### src/rtl/arm_pkg.sv
// Shared types and constants for the instruction fetch stage.
package arm_pkg;

   typedef enum logic [1:0] {
      FETCH   = 2'd0,
      HOLD    = 2'd1,
      DISCARD = 2'd2
   } fetch_state_t;

   localparam logic [31:0] RESET_PC     = 32'h0000_0000;
   localparam logic [31:0] PC_STEP      = 32'd4;
   localparam logic [31:0] BUBBLE_INSTR = 32'h0000_0000;

   function automatic logic [31:0] pc_add(input logic [31:0] pc, input logic [31:0] step);
      return pc + step;
   endfunction

endpackage

### src/rtl/pc_next.sv
// Next fetch PC and next memory request address, purely combinational.
module pc_next
   import arm_pkg::*;
(
   input  fetch_state_t state_q,
   input  logic [31:0]  pcf_q,
   input  logic [31:0]  req_addr_q,
   input  logic [31:0]  hold_pc_q,
   input  logic         branch_taken,
   input  logic [31:0]  branch_target,
   input  logic         imem_ready,
   input  logic         flush,
   output logic [31:0]  pcf_next,
   output logic [31:0]  req_addr_next
);

   logic [31:0] target_aligned;
   logic [31:0] pc_inc;

   assign target_aligned = branch_target & ~32'h3;
   assign pc_inc         = pc_add(pcf_q, PC_STEP);

   always_comb begin
      pcf_next      = pcf_q;
      req_addr_next = req_addr_q;
      if (branch_taken) begin
         pcf_next = target_aligned;
         // An outstanding request must keep its address until the memory answers.
         if (state_q == HOLD || imem_ready) begin
            req_addr_next = target_aligned;
         end
      end else begin
         case (state_q)
            FETCH: begin
               if (imem_ready && !flush) begin
                  pcf_next      = pc_inc;
                  req_addr_next = pc_inc;
               end
            end
            HOLD: begin
               if (flush) begin
                  pcf_next      = hold_pc_q;
                  req_addr_next = hold_pc_q;
               end else begin
                  req_addr_next = pcf_q;
               end
            end
            DISCARD: begin
               if (imem_ready) begin
                  req_addr_next = pcf_q;
               end
            end
            default: begin
               pcf_next      = pcf_q;
               req_addr_next = req_addr_q;
            end
         endcase
      end
   end

endmodule

### src/rtl/fetch_unit.sv
// Instruction fetch stage: request FSM, one-entry hold buffer and the decode register.
module fetch_unit
   import arm_pkg::*;
(
   input  logic        clk,
   input  logic        reset,
   output logic        ImemReq,
   output logic [31:0] ImemAddr,
   input  logic        ImemReady,
   input  logic [31:0] ImemRdata,
   input  logic        BranchTakenE,
   input  logic [31:0] BranchTargetE,
   input  logic        StallD,
   input  logic        FlushD,
   output logic [31:0] PCF,
   output logic [31:0] InstrD,
   output logic [31:0] PCPlus8D,
   output logic        ValidD
);

   fetch_state_t state_q, state_d;
   logic [31:0]  pcf_q, pcf_d;
   logic [31:0]  req_addr_q, req_addr_d;
   logic [31:0]  dec_instr_q, dec_instr_d;
   logic [31:0]  dec_pc8_q, dec_pc8_d;
   logic         dec_valid_q, dec_valid_d;
   logic [31:0]  hold_instr_q, hold_instr_d;
   logic [31:0]  hold_pc_q, hold_pc_d;

   pc_next u_pc_next (
      .state_q       (state_q),
      .pcf_q         (pcf_q),
      .req_addr_q    (req_addr_q),
      .hold_pc_q     (hold_pc_q),
      .branch_taken  (BranchTakenE),
      .branch_target (BranchTargetE),
      .imem_ready    (ImemReady),
      .flush         (FlushD),
      .pcf_next      (pcf_d),
      .req_addr_next (req_addr_d)
   );

   always_comb begin
      state_d      = state_q;
      dec_instr_d  = dec_instr_q;
      dec_pc8_d    = dec_pc8_q;
      dec_valid_d  = dec_valid_q;
      hold_instr_d = hold_instr_q;
      hold_pc_d    = hold_pc_q;
      if (BranchTakenE) begin
         dec_valid_d = 1'b0;
         if (state_q == HOLD || ImemReady) begin
            state_d = FETCH;
         end else begin
            state_d = DISCARD;
         end
      end else begin
         if (FlushD) begin
            dec_valid_d = 1'b0;
            dec_instr_d = BUBBLE_INSTR;
         end
         case (state_q)
            FETCH: begin
               if (ImemReady && !FlushD) begin
                  if (StallD) begin
                     hold_instr_d = ImemRdata;
                     hold_pc_d    = pcf_q;
                     state_d      = HOLD;
                  end else begin
                     dec_instr_d = ImemRdata;
                     dec_pc8_d   = pc_add(pcf_q, 32'd8);
                     dec_valid_d = 1'b1;
                  end
               end else if (!ImemReady && !StallD && !FlushD) begin
                  dec_valid_d = 1'b0;
               end
            end
            HOLD: begin
               // A flush drops the buffered word too; pc_next rewinds to refetch it.
               if (FlushD) begin
                  state_d = FETCH;
               end else if (!StallD) begin
                  dec_instr_d = hold_instr_q;
                  dec_pc8_d   = pc_add(hold_pc_q, 32'd8);
                  dec_valid_d = 1'b1;
                  state_d     = FETCH;
               end
            end
            DISCARD: begin
               if (!StallD && !FlushD) begin
                  dec_valid_d = 1'b0;
               end
               if (ImemReady) begin
                  state_d = FETCH;
               end
            end
            default: state_d = FETCH;
         endcase
      end
   end

   always_ff @(posedge clk or negedge reset) begin
      if (!reset) begin
         state_q      <= FETCH;
         pcf_q        <= RESET_PC;
         req_addr_q   <= RESET_PC;
         dec_instr_q  <= BUBBLE_INSTR;
         dec_pc8_q    <= 32'h0;
         dec_valid_q  <= 1'b0;
         hold_instr_q <= BUBBLE_INSTR;
         hold_pc_q    <= RESET_PC;
      end else begin
         state_q      <= state_d;
         pcf_q        <= pcf_d;
         req_addr_q   <= req_addr_d;
         dec_instr_q  <= dec_instr_d;
         dec_pc8_q    <= dec_pc8_d;
         dec_valid_q  <= dec_valid_d;
         hold_instr_q <= hold_instr_d;
         hold_pc_q    <= hold_pc_d;
      end
   end

   // Gated by reset so no request is visible while reset is held.
   assign ImemReq  = reset && (state_q != HOLD);
   assign ImemAddr = req_addr_q;
   assign PCF      = pcf_q;
   assign InstrD   = dec_instr_q;
   assign PCPlus8D = dec_pc8_q;
   assign ValidD   = dec_valid_q;

endmodule

### config.mk
export PLATFORM = sky130hd
export DESIGN_NAME = fetch_unit
export DESIGN_NICKNAME = d
export VERILOG_FILES = /design/src/rtl/arm_pkg.sv /design/src/rtl/pc_next.sv /design/src/rtl/fetch_unit.sv
export SDC_FILE = /design/constraint.sdc
export NUM_CORES = 1
export LEC_CHECK = 0
export CORE_MARGIN = 5
export CORE_UTILIZATION = 40
export DETAILED_ROUTE_END_ITERATION = 8
export DONT_BUFFER_PORTS = 1
export SYNTH_ARGS = -nofsm -noshare
export SYNTH_HDL_FRONTEND = slang
export SYNTH_HIERARCHICAL = 1
export SYNTH_SLANG_ARGS = --single-unit
### constraint.sdc
create_clock -name clk -period 7.9 [get_ports clk]
set_clock_uncertainty 0.15 [all_clocks]
set_input_delay 0.79 -clock clk [delete_from_list [all_inputs] [get_ports clk]]
set_output_delay 0.79 -clock clk [all_outputs]
set_load 0.03 [all_outputs]
---- Word level (Yosys, flattened, before mapping) ----
Index checks and enable logic that the tools add are counted.
cells by class
  add/sub/neg operators ................... 3
  equal/unequal tests ..................... 12
  multiplexer cells ....................... 35
  bitwise gates (word level) .............. 1
  reductions and logical operators ........ 18
operators by type and width
  operator                                       number
  2-to-1 mux 32 bit                              15
  one-hot mux 32 bit (2 select lines)            3
  one-hot mux 32 bit (3 select lines)            1
  adder 32 x 4 -> 32 bit, second input constant  2
  adder 32 x 3 -> 32 bit, second input constant  1
  2-to-1 mux 2 bit                               7
  AND reduction 4 bit                            3
  != test 3 bit, second input constant           3
  != test 2 bit, second input constant           4
  2-to-1 mux 1 bit                               7
  one-hot mux 2 bit (3 select lines)             1
  AND reduction 6 bit                            1
  logical AND 1 bit                              5
  != test 2 x 1 -> 1 bit, second input constant  2
  != test 4 bit, second input constant           1
  nonzero test 4 bit                             1
  zero test 1 bit                                3
  one-hot mux 1 bit (3 select lines)             1
  nonzero test 3 bit                             1
  == test 2 x 1 -> 1 bit, second input constant  1
  == test 2 bit, second input constant           1
  zero test 2 bit                                1
  AND reduction 2 bit                            1
  nonzero test 2 bit                             1
  2 further kinds                                2
storage, ports and cells
  register bits ........................... 195
  output and inout bits ................... 130
  logic and storage cells ................. 77

---- Logic depth before layout (Yosys ltp) ----
  depth in word-level cells ............... 7
  gate-level depth with buffers ........... 13
  mapped depth without buffers ............ 8

---- Modules after synthesis ----
Netlist, hierarchy kept.
by module, submodules not included
  module      instances  cells each  area an instance (µm²)  sequential area each (µm²)
  fetch_unit  1          654         7986.4                  4879.7
  pc_next     1          701         4311.6                  0.0

---- Worst setup path before layout ----
Ideal clock, no wire load.
  path kind ............................... reg2reg
  from .................................... register state_q[1]
  to ...................................... register dec_pc8_q[27] (netlist: PCPlus8D[27])
  data arrival time ....................... 2.664 ns
  path slack .............................. 4.960 ns
  stages on the path, launching flop included .. 14
  period minus slack after synthesis ...... 2.940 ns
  path through ............................ dfrtp_1 nand2b_1 buf_6 buf_6 buf_2 clkbuf_1 nand2_1 nand2_1 ha_1 nand4_1 buf_6 nor4_4 nor2_1 a221o_1
between the ends
  longest elaborated chain between the ends .. 3
  elaborated cells between the ends (all ways) .. 9
  classes of those cells .................. 5 x eq/ne; 1 x mux; 3 x reduce/logical
RTL lines
  item                                                                  line               RTL
  from (decl)                                                           fetch_unit.sv:21   fetch_state_t state_q, state_d;
  from (signal assigned)                                                fetch_unit.sv:113  state_q <= state_d;
  == test 2 x 1 -> 1 bit or zero test 2 bit (tied branches)             fetch_unit.sv:62   case (state_q)
  != test 2 bit (no source line) or nonzero test 2 bit (tied branches)  -
  AND reduction 6 bit (no source line)                                  -
  to (signal assigned)                                                  fetch_unit.sv:117  dec_pc8_q <= dec_pc8_d;
  to (decl)                                                             fetch_unit.sv:25   logic [31:0] dec_pc8_q, dec_pc8_d;
Parallel ways exist; a longest one is shown, timed or not.
A chain may end at the register's enable or synchronous reset.

---- Worst setup path in the final report ----
  from .................................... register state_q[1]
  to ...................................... register dec_pc8_q[25] (netlist: PCPlus8D[25])
Same word-level chain as after synthesis.

==> results.json <==
{
  "tns_ps": 0,
  "holdCritPathClass": "in -> reg",
  "postRouteAntennaNets": 0,
  "worst_pin_slew_ps": 1310,
  "post_dp_cell_area_sq_um": 12400,
  "critPathArrivalTime_ps": 3940,
  "antenna_found_initial": 0,
  "synth.distinct_cells": 80,
  "critical_path_class": "reg -> reg",
  "root_buffer": "clkbuf_16",
  "rows": 64,
  "setup_violations": 0,
  "async_flop_share_pct": 100,
  "synth_edf_count": 0,
  "fill_cells": 2947,
  "grt_pass1_vias": 10600,
  "route.detailed.drc": 0,
  "power.leakage_nw": 5.21,
  "cts_setup_buffers": 0,
  "clock_path_buffers": 2,
  "grt.overflow.total": 0,
  "start_util_pct": 40.3,
  "final_common_cell": "dfrtp_1",
  "ys_ff_latch": 195,
  "post_cts_resized": 0,
  "synth.avg_cell_area_sq_um": 9.08,
  "grt_usage_pct": 24.6,
  "crit_top_cell": "nand2_1",
  "drtIter0Drc": 1140,
  "final-hold-violation-count": 0,
  "worstPathRequired_ps": 8050,
  "most-common-layout-cells": "193 x dfrtp_1, 192 x nand2_1, 121 x o21ai_0",
  "synth_seq_area_share_pct": 39.7,
  "syn_nets": 1427,
  "fmaxAchievable_ghz": 0.264,
  "end_kind": "register",
  "grt_start_max_net_pins": 196,
  "path_cells": "buf_4, and2b_1, nand2_1, nand2_1, ha_1, nand4_1, nor4_2, and4_1, o31ai_1",
  "num_vias": 11100,
  "dieArea_sq_um": 34400,
  "finalWirelength_um": 43000,
  "die_w_um": 185,
  "slew_violations": 0,
  "grt_setup_unrepaired": "false",
  "cts_tree": "built",
  "mappedNetlistArea_sq_um": 12300,
  "critical-path-slowest-cell": "and2b_1",
  "coreArea_sq_um": 30500,
  "power_density_nw_per_um2": 238,
  "viasPerCell": 6.59,
  "grt_pass1_wl_um": 65500,
  "first_pass_iters": 5,
  "numCtsBuffers": 17,
  "die_y_um": 185,
  "syn_inst": 1355,
  "status": "finished, final reports clean",
  "drive_above_1_share_pct": 13.6,
  "slowest_delay_ps": 770,
  "routedWlPerCell_um": 25.5,
  "place_hpwl_um": 28700,
  "synth_ff_type": "dfrtp_1",
  "fin_area_sq_um": 13100,
  "slew_headroom_pct": 12.6,
  "period_needed_ps": 3790,
  "insertion_delay_ps": 460,
  "startpoint_type": "register",
  "yosysWarnings": 6,
  "io_buffers": 0,
  "diodes": 0,
  "cap_violations": 0,
  "cts.sinks": 195,
  "h-tree-depth": 4,
  "final_nets": 1347,
  "gp_congestion": 0.920,
  "crit_fanout": 59,
  "vdd_ir_drop_max_mv": 0.188,
  "path_clk_slew_ps": 90,
  "ios": 200,
  "min_period_over_period_pct": 48.0,
  "syn2layout_area_growth_pct": 6.11
}
[worst paths after layout]
kind | startpoint | end | slack (ps) | cells after the start
max in group asynchronous | reset | PCPlus8D[15] | 6600 | 1
min in group asynchronous | reset | ImemAddr[5] | 270 | 1
min | ImemReady | state_q[1] | 240 | 1
min reg2reg | hold_instr_q[23] | hold_instr_q[23] | 360 | 1
max | state_q[1] | PCPlus8D[25] | 4110 | 9
max reg2reg | state_q[1] | PCPlus8D[25] | 4110 | 9
[worst max-delay path: cells and delay by family (launching register included)]
family	cells	cell delay [ps]
buffers and inverters	1	330
AOI/OAI and AO/OA	1	70
DFF	1	410
and+or+nand+nor	6	2400
adders and majority gates	1	250
[state kept, by name, summed over array words and instances (netlist names)]
| signal | count |
|---|---|
| ImemAddr | 32 |
| InstrD | 32 |
| PCF | 32 |
| PCPlus8D | 32 |
| ValidD | 1 |
| hold_instr_q | 32 |
| hold_pc_q | 32 |
| state_q | 2 |
[logic make-up (layout without fill, tap and decap cells)]
family | Yosys count | in the layout | share of synthesized area (%)
buffers and inverters | 145 | 78 | 5.34
AND/OR/NAND/NOR | 444 | 444 | 18.5
XOR/XNOR | 37 | 37 | 2.64
adder cells (fa/ha/maj) | 2 | 2 | 0.203
flip-flops | 195 | 195 | 39.7
multiplexers | 126 | 126 | 11.4
AO/OA/AOI/OAI | 406 | 406 | 22.3
[stage by stage]
step,util [%],total power [W],hold slack (ps),cells,worst slack (ps)
2_1_floorplan,-,0.00198,317,1355,4960
3_3_place_gp,40.7,0.00217,328,1651,4240
3_5_place_dp,40.7,0.00219,340,1651,4140
4_1_cts,42.8,0.00312,210,1684,4120
5_1_grt,42.8,0.00326,215,1684,3790
6_report,42.8,0.00310,242,1684,4110
[final cells by class]
| type | instances | area, sq um | share of cell area, % |
|---|---|---|---|
| Clock buffer | 18 | 429 | 3.29 |
| Clock inverter | 14 | 180 | 1.38 |
| Inverter | 23 | 86.3 | 0.662 |
| Multi-Input combinational cell | 1015 | 6780 | 52.0 |
| Sequential cell | 195 | 4880 | 37.4 |
| Tap cell | 396 | 495 | 3.80 |
| Timing Repair Buffer | 23 | 193 | 1.48 |
[routing by layer]
metal | share of wire (%) | GRT usage (%)
met3 | 12 | 9.49
met5 | 0 | 0
met1 | 39 | 31.2
met2 | 45 | 37.7
met4 | 4.4 | 10.2
[power breakdown]
part	total [W]	internal, W	switching, W
Combinational	0.000563	0.000257	0.000306
Sequential	0.00163	0.00117	0.000457
Clock	0.000905	0.000434	0.000472
Total	0.00310	0.00187	0.00123
[timing repair]
item	4_1_cts	5_1_grt
endpoints found under the hold margin	195	0
setup endpoints to repair	0	0
hold buffers	1	0
[synthesized netlist by cell type (all sizes together) (3+ instances only)]
master | count | area (sq um)
nand3 | 33 | 175
a222oi | 7 | 70.1
or3 | 13 | 81.3
nor3 | 31 | 155
a21o | 10 | 75.1
buf | 52 | 299
or4 | 8 | 67.6
a221oi | 23 | 201
and4 | 10 | 87.6
and2 | 7 | 43.8
inv | 22 | 82.6
o21a | 9 | 67.6
a221o | 12 | 120
o311ai | 4 | 35.0
o221ai | 6 | 52.6
and3 | 11 | 68.8
a2bb2oi | 13 | 114
clkbuf | 70 | 272
mux2i | 44 | 469
nor4 | 28 | 245
nor2b | 9 | 56.3
a22o | 7 | 61.3
mux2 | 82 | 927
o31a | 9 | 78.8
nor3b | 3 | 22.5
nand2 | 192 | 721
a211oi | 10 | 75.1
a31o | 9 | 78.8
a22oi | 43 | 323
o31ai | 6 | 45.0
o21ai | 127 | 636
nor2 | 59 | 221
a31oi | 26 | 163
nand4 | 25 | 205
a21oi | 48 | 240
o2bb2ai | 3 | 26.3
nand2b | 7 | 43.8
o211ai | 7 | 52.6
dfrtp | 195 | 4880
xnor2 | 23 | 201
a2111oi | 3 | 26.3
o22ai | 5 | 31.3
xor2 | 14 | 123
a32oi | 8 | 70.1
Power figures use the tool's default switching activity.
